<file path="src/rtl/hilo_muldiv_ctrl_pkg.sv">
// Package: hilo_muldiv_ctrl_pkg
//   Shared op_sel codes, FSM state encoding and small decode helpers for the
//   HI/LO multiply/divide controller.
package hilo_muldiv_ctrl_pkg;

    typedef enum logic [1:0] {
        MULDIV_MULT  = 2'b00,
        MULDIV_MULTU = 2'b01,
        MULDIV_DIV   = 2'b10,
        MULDIV_DIVU  = 2'b11
    } muldiv_op_e;

    typedef enum logic [1:0] {
        ST_IDLE = 2'b00,
        ST_RUN  = 2'b01,
        ST_DONE = 2'b10
    } state_e;

    function automatic logic op_is_signed(input logic [1:0] op);
        return (op == MULDIV_MULT) || (op == MULDIV_DIV);
    endfunction

    function automatic logic op_is_div(input logic [1:0] op);
        return (op == MULDIV_DIV) || (op == MULDIV_DIVU);
    endfunction

endpackage

</file>
<file path="src/rtl/muldiv_iter_core.sv">
// Module: muldiv_iter_core
//   Iterative unsigned datapath: one shift-add multiply step or one restoring
//   divide step per 'step' cycle, WIDTH steps per operation.
// Ports:
//   clk, rst_n  clock, asynchronous active-low reset
//   start       load a into the low half of the accumulator, b into the operand reg
//   step        perform one iteration (mode chosen by div_mode)
//   div_mode    1 = restoring divide, 0 = shift-add multiply
//   a, b        unsigned magnitudes (multiplicand/dividend, multiplier/divisor)
//   acc         2*WIDTH accumulator; after WIDTH steps holds product, or
//               {remainder, quotient} for divide
module muldiv_iter_core #(
    parameter int unsigned WIDTH = 32
) (
    input  logic                 clk,
    input  logic                 rst_n,
    input  logic                 start,
    input  logic                 step,
    input  logic                 div_mode,
    input  logic [WIDTH-1:0]     a,
    input  logic [WIDTH-1:0]     b,
    output logic [2*WIDTH-1:0]   acc
);

    logic [WIDTH-1:0]   b_q;
    logic [WIDTH:0]     mul_sum;
    logic [WIDTH:0]     rem_sh;
    logic [WIDTH:0]     trial;
    logic [2*WIDTH-1:0] mul_next;
    logic [2*WIDTH-1:0] div_next;

    always_comb begin
        // Multiply: add b into the upper half when the current LSB is set,
        // then shift the whole accumulator right, keeping the carry.
        mul_sum  = {1'b0, acc[2*WIDTH-1:WIDTH]} + (acc[0] ? {1'b0, b_q} : '0);
        mul_next = {mul_sum, acc[WIDTH-1:1]};

        // Divide: remainder shifted left with the next dividend bit; the
        // remainder is always below b, so WIDTH+1 bits cover the trial.
        rem_sh = acc[2*WIDTH-1:WIDTH-1];
        trial  = rem_sh - {1'b0, b_q};
        if (!trial[WIDTH]) begin
            div_next = {trial[WIDTH-1:0], acc[WIDTH-2:0], 1'b1};
        end else begin
            div_next = {rem_sh[WIDTH-1:0], acc[WIDTH-2:0], 1'b0};
        end
    end

    always_ff @(posedge clk or negedge rst_n) begin
        if (!rst_n) begin
            acc <= '0;
            b_q <= '0;
        end else if (start) begin
            acc <= {{WIDTH{1'b0}}, a};
            b_q <= b;
        end else if (step) begin
            acc <= div_mode ? div_next : mul_next;
        end
    end

endmodule

</file>
<file path="src/rtl/hilo_muldiv_ctrl.sv">
// Module: hilo_muldiv_ctrl
//   Owns HI/LO and sequences MULT/MULTU/DIV/DIVU over WIDTH cycles in EX,
//   stalling the pipeline while running and committing a sign-corrected
//   result to HI/LO. Also applies MTHI/MTLO writes while idle.
// Ports:
//   clk, rst_n          clock, asynchronous active-low reset
//   op_valid, op_sel    mul/div instruction present in EX and its opcode
//   src_a, src_b        rs / rt operands
//   flush               EX flush, aborts accept or run
//   hi_we, lo_we        MTHI / MTLO enables, mt_data is the write value
//   stall               hold IF..EX (combinational)
//   result_valid        1-cycle pulse in DONE, HI/LO commit on its edge
//   div_by_zero         pulses with result_valid for a divide by zero
//   hi_o, lo_o          registered HI / LO
module hilo_muldiv_ctrl
    import hilo_muldiv_ctrl_pkg::*;
#(
    parameter int unsigned WIDTH = 32
) (
    input  logic             clk,
    input  logic             rst_n,
    input  logic             op_valid,
    input  logic [1:0]       op_sel,
    input  logic [WIDTH-1:0] src_a,
    input  logic [WIDTH-1:0] src_b,
    input  logic             flush,
    input  logic             hi_we,
    input  logic             lo_we,
    input  logic [WIDTH-1:0] mt_data,
    output logic             stall,
    output logic             result_valid,
    output logic             div_by_zero,
    output logic [WIDTH-1:0] hi_o,
    output logic [WIDTH-1:0] lo_o
);

    localparam int unsigned CW = $clog2(WIDTH);

    state_e             state;
    logic [CW-1:0]      cnt;
    logic               is_div_q;
    logic               neg_a_q;
    logic               neg_b_q;
    logic               b_zero_q;
    logic               accept;
    logic               sgn;
    logic [WIDTH-1:0]   a_mag;
    logic [WIDTH-1:0]   b_mag;
    logic [2*WIDTH-1:0] acc;
    logic [WIDTH-1:0]   res_hi;
    logic [WIDTH-1:0]   res_lo;

    assign accept = (state == ST_IDLE) && op_valid && !flush;
    assign stall  = accept || (state == ST_RUN);
    assign sgn    = op_is_signed(op_sel);
    assign a_mag  = (sgn && src_a[WIDTH-1]) ? -src_a : src_a;
    assign b_mag  = (sgn && src_b[WIDTH-1]) ? -src_b : src_b;

    muldiv_iter_core #(.WIDTH(WIDTH)) u_core (
        .clk      (clk),
        .rst_n    (rst_n),
        .start    (accept),
        .step     (state == ST_RUN),
        .div_mode (is_div_q),
        .a        (a_mag),
        .b        (b_mag),
        .acc      (acc)
    );

    // Sign fix-up; a divide by zero commits the raw core result
    // (quotient all ones, remainder = latched dividend).
    always_comb begin
        res_hi = acc[2*WIDTH-1:WIDTH];
        res_lo = acc[WIDTH-1:0];
        if (!is_div_q) begin
            if (neg_a_q ^ neg_b_q) begin
                {res_hi, res_lo} = -acc;
            end
        end else if (!b_zero_q) begin
            if (neg_a_q ^ neg_b_q) res_lo = -acc[WIDTH-1:0];
            if (neg_a_q)           res_hi = -acc[2*WIDTH-1:WIDTH];
        end
    end

    always_ff @(posedge clk or negedge rst_n) begin
        if (!rst_n) begin
            state        <= ST_IDLE;
            cnt          <= '0;
            is_div_q     <= 1'b0;
            neg_a_q      <= 1'b0;
            neg_b_q      <= 1'b0;
            b_zero_q     <= 1'b0;
            hi_o         <= '0;
            lo_o         <= '0;
            result_valid <= 1'b0;
            div_by_zero  <= 1'b0;
        end else begin
            result_valid <= 1'b0;
            div_by_zero  <= 1'b0;
            unique case (state)
                ST_IDLE: begin
                    if (accept) begin
                        state    <= ST_RUN;
                        cnt      <= '0;
                        is_div_q <= op_is_div(op_sel);
                        neg_a_q  <= sgn && src_a[WIDTH-1];
                        neg_b_q  <= sgn && src_b[WIDTH-1];
                        b_zero_q <= (src_b == '0);
                    end else if (!op_valid) begin
                        if (hi_we) hi_o <= mt_data;
                        if (lo_we) lo_o <= mt_data;
                    end
                end
                ST_RUN: begin
                    if (flush) begin
                        state <= ST_IDLE;
                    end else if (cnt == CW'(WIDTH - 1)) begin
                        state        <= ST_DONE;
                        result_valid <= 1'b1;
                        div_by_zero  <= is_div_q && b_zero_q;
                    end else begin
                        cnt <= cnt + CW'(1);
                    end
                end
                ST_DONE: begin
                    state <= ST_IDLE;
                    hi_o  <= res_hi;
                    lo_o  <= res_lo;
                end
                default: state <= ST_IDLE;
            endcase
        end
    end

endmodule

</file>
<file path="config.mk">
export PLATFORM = sky130hd
export DESIGN_NAME = hilo_muldiv_ctrl
export DESIGN_NICKNAME = d
export VERILOG_FILES = /design/src/rtl/hilo_muldiv_ctrl_pkg.sv /design/src/rtl/muldiv_iter_core.sv /design/src/rtl/hilo_muldiv_ctrl.sv
export SDC_FILE = /design/constraint.sdc
export NUM_CORES = 1
export LEC_CHECK = 0
export CELL_PAD_IN_SITES_DETAIL_PLACEMENT = 1
export CELL_PAD_IN_SITES_GLOBAL_PLACEMENT = 1
export CORE_MARGIN = 10
export CORE_UTILIZATION = 25
export CTS_CLUSTER_SIZE = 8
export DETAILED_ROUTE_END_ITERATION = 8
export GPL_TIMING_DRIVEN = 1
export PLACE_DENSITY_LB_ADDON = 0.1
export SLEW_MARGIN = 15
export SYNTH_ARGS = -nofsm -noshare
export SYNTH_HDL_FRONTEND = slang
export SYNTH_SLANG_ARGS = --single-unit
</file>
<file path="constraint.sdc">
create_clock -name clk -period 3.9 [get_ports clk]
set_input_delay 0.585 -clock clk [delete_from_list [all_inputs] [get_ports clk]]
set_output_delay 0.585 -clock clk [all_outputs]
set_load 0.01 [all_outputs]
</file>
### After elaboration in Yosys (flattened, before gate mapping)

Index checks and enable logic that the tools add are counted.

* reductions and logical operators: 20
* equality and inequality tests: 13
* bitwise gates (word level): 1
* multiplexer cells: 37
* add/sub/neg operators: 8

Operators with widths (number)
* 32-bit 2-to-1 mux: 17
* 64-bit 2-to-1 mux: 4
* 32-bit negation: 4
* 32-bit one-hot mux with 2 select lines: 2
* 64-bit negation: 1
* 32-bit by 33-bit adder with 33-bit output: 1
* 33-bit by 32-bit subtractor with 33-bit output: 1
* 32-bit zero test: 1
* 5-bit 2-to-1 mux: 3
* 2-bit inequality test, second input constant: 7
* 4-bit AND reduction: 3
* 5-bit one-hot mux with 2 select lines: 1
* 2-bit == test, second input constant: 3
* 1-bit 2-to-1 mux: 6
* 2-bit 2-to-1 mux: 3
* 2-bit nonzero test: 3
* 5-bit by 1-bit adder with 5-bit output, second input constant: 1
* 5-bit == test, second input constant: 1
* 1-bit logical AND: 5
* 2-bit zero test: 2
* 2-bit one-hot mux with 2 select lines: 1
* 2-bit AND reduction: 2
* 1-bit logical OR: 3
* 3-bit inequality test, second input constant: 1
* other kinds (3): 3

* word-level logic and storage cells: 91
* input bits: 104
* register bits: 173
* output and inout bits: 67

### Logic depth before layout (Yosys ltp)

* depth after elaboration: 5
* mapped depth: 15
* mapped depth without buffers: 13

### Cells and area by module

From an unflattened synthesis, not the netlist that was laid out.

* cell total of the unflattened synthesis: 1825
* area, all modules: 14821.7 um^2

Modules (own cells, without submodules)
* muldiv_iter_core: cells each 1036, times used 1, sequential area each 2402.3 um^2, area each 8360.5 um^2
* hilo_muldiv_ctrl: cells each 789, times used 1, sequential area each 1926.8 um^2, area each 6461.2 um^2

### Worst setup path before layout

OpenSTA, ideal clock, no wires.

* path type: register -> register
* start point: reg u_core.acc[31]
* end point: reg u_core.acc[62]
* path buffers: 1
* stages on the path, launching flop included: 14
* library setup time: 0.129 ns
* period minus slack after synthesis: 3.177 ns
* arrival time: 3.048 ns
* required time: 3.771 ns
* slack: 0.723 ns
* cell sequence: dfrtp_1 > inv_1 > ha_1 > fa_1 > nand2b_1 > a21o_1 > a31oi_4 > a2111oi_4 > o21a_1 > o31a_1 > buf_6 > or4b_1 > a32oi_1 > a211oi_1

* longest elaborated chain between the ends: 5

Ends and longest elaborated chain
* start: declaration: line muldiv_iter_core.sv:22 `output logic [2*WIDTH-1:0] acc`
* start signal: assignment: line muldiv_iter_core.sv:54 `acc <= {{WIDTH{1'b0}}, a};`
* start signal: assignment: line muldiv_iter_core.sv:57 `acc <= div_mode ? div_next : mul_next;`
* 33-bit by 32-bit subtractor with 33-bit output: line muldiv_iter_core.sv:41 `trial = rem_sh - {1'b0, b_q};`
* 64-bit 2-to-1 mux: line muldiv_iter_core.sv:42 `if (!trial[WIDTH]) begin`
* 64-bit 2-to-1 mux: line muldiv_iter_core.sv:57
* 64-bit 2-to-1 mux: line muldiv_iter_core.sv:56 `end else if (step) begin`
* 64-bit 2-to-1 mux: line muldiv_iter_core.sv:53 `end else if (start) begin`

Every way passes these cells. The select of a mux whose other input is x is not followed.
A chain may end at the register's enable or synchronous reset.

### Worst setup path after layout

Ends and elaborated chain as after synthesis.

==> impl_results.html <==
<table>
<tr><th>Metric</th><th>Value</th></tr>
<tr><th colspan="2">Critical path</th></tr>
<tr><td>Startpoint kind of the worst setup timing path</td><td>flip-flop</td></tr>
<tr><td>Critical path arrival</td><td>between 3000 and 4000 ps</td></tr>
<tr><td>Number of buffer and inverter instances along the worst setup path</td><td>2</td></tr>
<tr><td>CP peak stage delay</td><td>approximately 510 ps</td></tr>
<tr><td>Crit-path cells</td><td>inv_1 -&gt; ha_1 -&gt; fa_1 -&gt; nand2b_1 -&gt; a21o_1 -&gt; a31oi_4 -&gt; a2111oi_4 -&gt; o21a_1 -&gt; o31a_1 -&gt; buf_4 -&gt; or4b_1 -&gt; a32oi_1 -&gt; a211oi_1</td></tr>
<tr><td>Required time of the critical path</td><td>around 4300 ps</td></tr>
<tr><td>Worst-path maximum fanout</td><td>8</td></tr>
<tr><td>Reg2Reg Setup Slack</td><td>~310 ps</td></tr>
<tr><td>Worst reg2reg startpoint</td><td>u_core.acc[31]$_DFFE_PN0P_</td></tr>
<tr><td>Critical Path Sink Type</td><td>flip-flop</td></tr>
<tr><td>Critical Setup Path Class</td><td>flip-flop to flip-flop</td></tr>
<tr><td>Cell with the largest stage delay on the worst path</td><td>or4b_1</td></tr>
<tr><td>Number of cells on the worst reg-to-reg path</td><td>13</td></tr>
<tr><td>FF-to-FF End</td><td>u_core.acc[62]$_DFFE_PN0P_</td></tr>
<tr><td>Family with the most delay on the worst path</td><td>compound AO/OA/AOI/OAI gates</td></tr>
<tr><th colspan="2">Finish</th></tr>
<tr><td>Register cell area after layout</td><td>about 4300 sq um</td></tr>
<tr><td>Fraction of final layout cells with drive strength greater than 1</td><td>roughly 8.7%</td></tr>
<tr><td># nets final</td><td>2161</td></tr>
<tr><td>Syn-to-layout area delta</td><td>26.6%</td></tr>
<tr><td>Filler Cell Count</td><td>slightly below 7000</td></tr>
<tr><td>Area taken by multi-input logic gates</td><td>around 9000 sq um</td></tr>
<tr><td>Final core area utilization</td><td>31.9%</td></tr>
<tr><th colspan="2">STA</th></tr>
<tr><td>Worst-margin pin slew</td><td>about 1000 ps</td></tr>
<tr><td>Upper clock frequency limit</td><td>approximately 0.28 GHz</td></tr>
<tr><td>Worst Hold Margin</td><td>approximately 120 ps</td></tr>
<tr><td>Max Clock Skew</td><td>20.8 ps</td></tr>
<tr><td>Count of endpoints failing hold in the final timing report</td><td>0</td></tr>
<tr><td>Final Critical Period</td><td>roughly 3600 ps</td></tr>
<tr><td>Finish-stage setup viols</td><td>0</td></tr>
<tr><td>Tcrit/Tclk final</td><td>92.0%</td></tr>
<tr><td>Tightest slew margin relative to the limit</td><td>approximately a third</td></tr>
<tr><td>Unrepaired setup endpoints after global routing</td><td>no</td></tr>
<tr><td>Final TNS setup</td><td>0 ps</td></tr>
<tr><td>Worst Slack Setup Final</td><td>312 ps</td></tr>
<tr><td>Final slew viol count</td><td>0</td></tr>
<tr><th colspan="2">Yosys</th></tr>
<tr><td>Most area-hungry cell type in the Yosys netlist</td><td>dfrtp_1</td></tr>
<tr><td>Cell count after synthesis</td><td>~1800</td></tr>
<tr><td>Syn avg cell area</td><td>between 7 and 8 sq um</td></tr>
<tr><td>Share of synthesized area occupied by flip-flops and latches</td><td>a little under a third</td></tr>
<tr><td>Top area cells in the synthesized netlist</td><td>dfrtp_1 30%, ha_1 6.2%, o21ai_0 6.1%, xnor2_1 5.9%, nand2_1 5.6%</td></tr>
<tr><td>Flip-flop and latch count after synthesis</td><td>173</td></tr>
<tr><td>Most frequently used flop master after synthesis</td><td>dfrtp_1</td></tr>
<tr><td>Number of distinct library cell variants in the gate-level netlist after synthesis</td><td>between 70 and 80</td></tr>
<tr><td>Top cell type's share of synthesized area</td><td>30.5%</td></tr>
<tr><td>Net count of the mapped netlist</td><td>slightly below 2000</td></tr>
<tr><td>Syn. warnings</td><td>0</td></tr>
<tr><td>Mapped cell area</td><td>14200 sq um</td></tr>
<tr><td>Synth async-reset ratio</td><td>100%</td></tr>
<tr><td>Number of flops mapped to enable cells by yosys</td><td>0</td></tr>
<tr><th colspan="2">Job</th></tr>
<tr><td>Count of maximum capacitance violations</td><td>0</td></tr>
<tr><th colspan="2">Placed design</th></tr>
<tr><td>Post-DP HPWL</td><td>51600 um</td></tr>
<tr><td>Placement Setup Slack</td><td>317 ps</td></tr>
<tr><td>Input/output buffers</td><td>170</td></tr>
<tr><td>Routability congestion estimate from global placement</td><td>0.853</td></tr>
<tr><th colspan="2">Die</th></tr>
<tr><td>Initial Util</td><td>between 20% and 30%</td></tr>
<tr><td>Ports placed on the boundary</td><td>approximately 170</td></tr>
<tr><td>Die outline area</td><td>approximately 67000 sq um</td></tr>
<tr><td>Die W</td><td>roughly 260 um</td></tr>
<tr><td>Number of placement rows</td><td>just under 90</td></tr>
<tr><td>Vert. Die Dim</td><td>between 200 and 300 um</td></tr>
<tr><td>Core Footprint</td><td>56400 sq um</td></tr>
<tr><th colspan="2">GRT</th></tr>
<tr><td>Antenna violations before repair</td><td>4</td></tr>
<tr><td>Pin count of the biggest net entering global routing</td><td>90</td></tr>
<tr><td>All-Layer GR Usage</td><td>18.9%</td></tr>
<tr><td>Gr ovfl total</td><td>0</td></tr>
<tr><td>Global-route wire length before repair</td><td>96400 um</td></tr>
<tr><td>Vias in the first global route</td><td>about 15000</td></tr>
<tr><th colspan="2">Clocking</th></tr>
<tr><td>Number of H-tree levels</td><td>4</td></tr>
<tr><td>Root buf cell</td><td>clkbuf_16</td></tr>
<tr><td>Hold buffer count at CTS</td><td>0</td></tr>
<tr><td>Sink Count</td><td>173</td></tr>
<tr><td>Number of buffers on the longest clock path</td><td>2</td></tr>
<tr><td>Worst-skew pair later-pin latency</td><td>roughly 500 ps</td></tr>
<tr><td>Worst-path clk slew</td><td>approximately 80 ps</td></tr>
<tr><td>Number of buffers inserted to repair setup after CTS</td><td>0</td></tr>
<tr><td>Total of cells resized after clock tree synthesis</td><td>0</td></tr>
<tr><td>TritonCTS Buffers</td><td>17</td></tr>
<tr><td>TritonCTS clock tree</td><td>done</td></tr>
<tr><th colspan="2">Route</th></tr>
<tr><td>Via count of the routed design</td><td>14100</td></tr>
<tr><td>Average routed wire per standard cell</td><td>approximately 23 um</td></tr>
<tr><td>Routed wire length</td><td>roughly 64000 um</td></tr>
<tr><td>Remaining antenna violation count</td><td>0</td></tr>
<tr><td>Violation count after the first detailed-route iteration</td><td>~840</td></tr>
<tr><td>Via count normalized by instance count</td><td>between 5 and 6</td></tr>
<tr><td>Initial DRT Pass Iterations</td><td>5</td></tr>
<tr><td>Post-route DRC violation count</td><td>0</td></tr>
<tr><th colspan="2">Run status</th></tr>
<tr><td>Outcome</td><td>finished, final reports clean</td></tr>
<tr><th colspan="2">Pwr</th></tr>
<tr><td>Worst-case vdd ir drop</td><td>between 400 and 500 uV</td></tr>
<tr><td>P per Cell Area</td><td>~690 nW/um^2</td></tr>
<tr><td>Cell leakage power</td><td>around 7.5 nW</td></tr>
<tr><th colspan="2">Min path</th></tr>
<tr><td>Path class of the lowest-slack min-delay path</td><td>primary input to asynchronous set/reset pin</td></tr>
</table>
-- synthesized netlist by cell type (all sizes together) (16+ instances only) --
cell,n
mux2i,53
ha,70
nor4,16
o21ai,195
a31oi,16
nor3,29
nand2,213
and3,17
nand3,25
o31ai,21
clkbuf,85
xnor2,96
or3,16
a21oi,151
a21o,30
inv,65
xor2,79
o211ai,38
nor2,158
dfrtp,173
a22oi,27
-- worst max path at each step --
| stage | startpoint | to | slack, ps | cells past startpoint |
|---|---|---|---|---|
| floorplan | u_core.acc[31]$_DFFE_PN0P_ | u_core.acc[62]$_DFFE_PN0P_ | 720 | 13 |
| global placement | u_core.acc[31]$_DFFE_PN0P_ | u_core.acc[62]$_DFFE_PN0P_ | 360 | 13 |
| detailed placement | u_core.acc[31]$_DFFE_PN0P_ | u_core.acc[62]$_DFFE_PN0P_ | 320 | 13 |
| CTS | u_core.acc[31]$_DFFE_PN0P_ | u_core.acc[62]$_DFFE_PN0P_ | 300 | 13 |
| global route | u_core.acc[0]$_DFFE_PN0P_ | u_core.acc[62]$_DFFE_PN0P_ | 90 | 14 |
| finish | u_core.acc[31]$_DFFE_PN0P_ | u_core.acc[62]$_DFFE_PN0P_ | 310 | 13 |
-- cells in the final DEF, fill, tap and decap left out, drive strengths merged, types with 17 or more instances in the layout --
cell type,n
a21o,30
a21oi,151
a22oi,27
and3,17
buf,112
clkbuf,19
clkdlybuf4s50,169
dfrtp,173
ha,70
inv,71
mux2i,53
nand2,213
nand3,25
nor2,158
nor3,29
o211ai,38
o21ai,195
o31ai,21
xnor2,96
xor2,79
-- final cells by class --
type                    count  area share (%)
inverters                  66            1.38
clock buffers              19            2.41
multi-input cells        1446            51.5
clock inverters            13           0.974
repair buffers            281            14.4
well taps                 756            5.26
diodes                      2          0.0278
flip-flops and latches    173            24.1
-- registers in the layout, summed over array words and instances (netlist names) --
signal and flops:
neg_a_q 1, neg_b_q 1, u_core.b_q 32, hi_o 32, u_core.acc 64, is_div_q 1
state 2, cnt 5, lo_o 32, div_by_zero 1, result_valid 1, b_zero_q 1
-- through the flow --
step	instances	instance area (sq um)	total power (W)
floorplan	1783	14200	0.00749
global placement	2722	17400	0.0104
detailed placement	2722	17400	0.0105
CTS	2754	18000	0.0124
global route	2755	18000	0.0133
finish	2756	18000	0.0123
-- cells by family after synthesis --
logic type	share of synthesized area, %
AOI/OAI and AO/OA	25.4
and+or+nand+nor	17.8
xor gates and xnor gates	11.0
DFF	30.5
buffers and inverters	4.62
adders and majority gates	6.45
muxes	4.21
-- layer usage --
metal	track usage [%]	vias to the layer above	routed length, um
met5	0	-	17
met4	4.75	2	919
met3	3.11	40	2060
met2	30.0	212	29300
met1	26.2	7035	31300
li1	-	6812	-
-- report_power, final --
group	leakage, nW	switching [W]	total, W	internal, W
Clock	0.293	0.000919	0.00189	0.000972
Combinational	5.10	0.00435	0.00755	0.00320
Sequential	2.13	0.000648	0.00289	0.00225
Total	7.52	0.00592	0.0123	0.00642
Note: power is estimated with default switching activity, not from simulation.
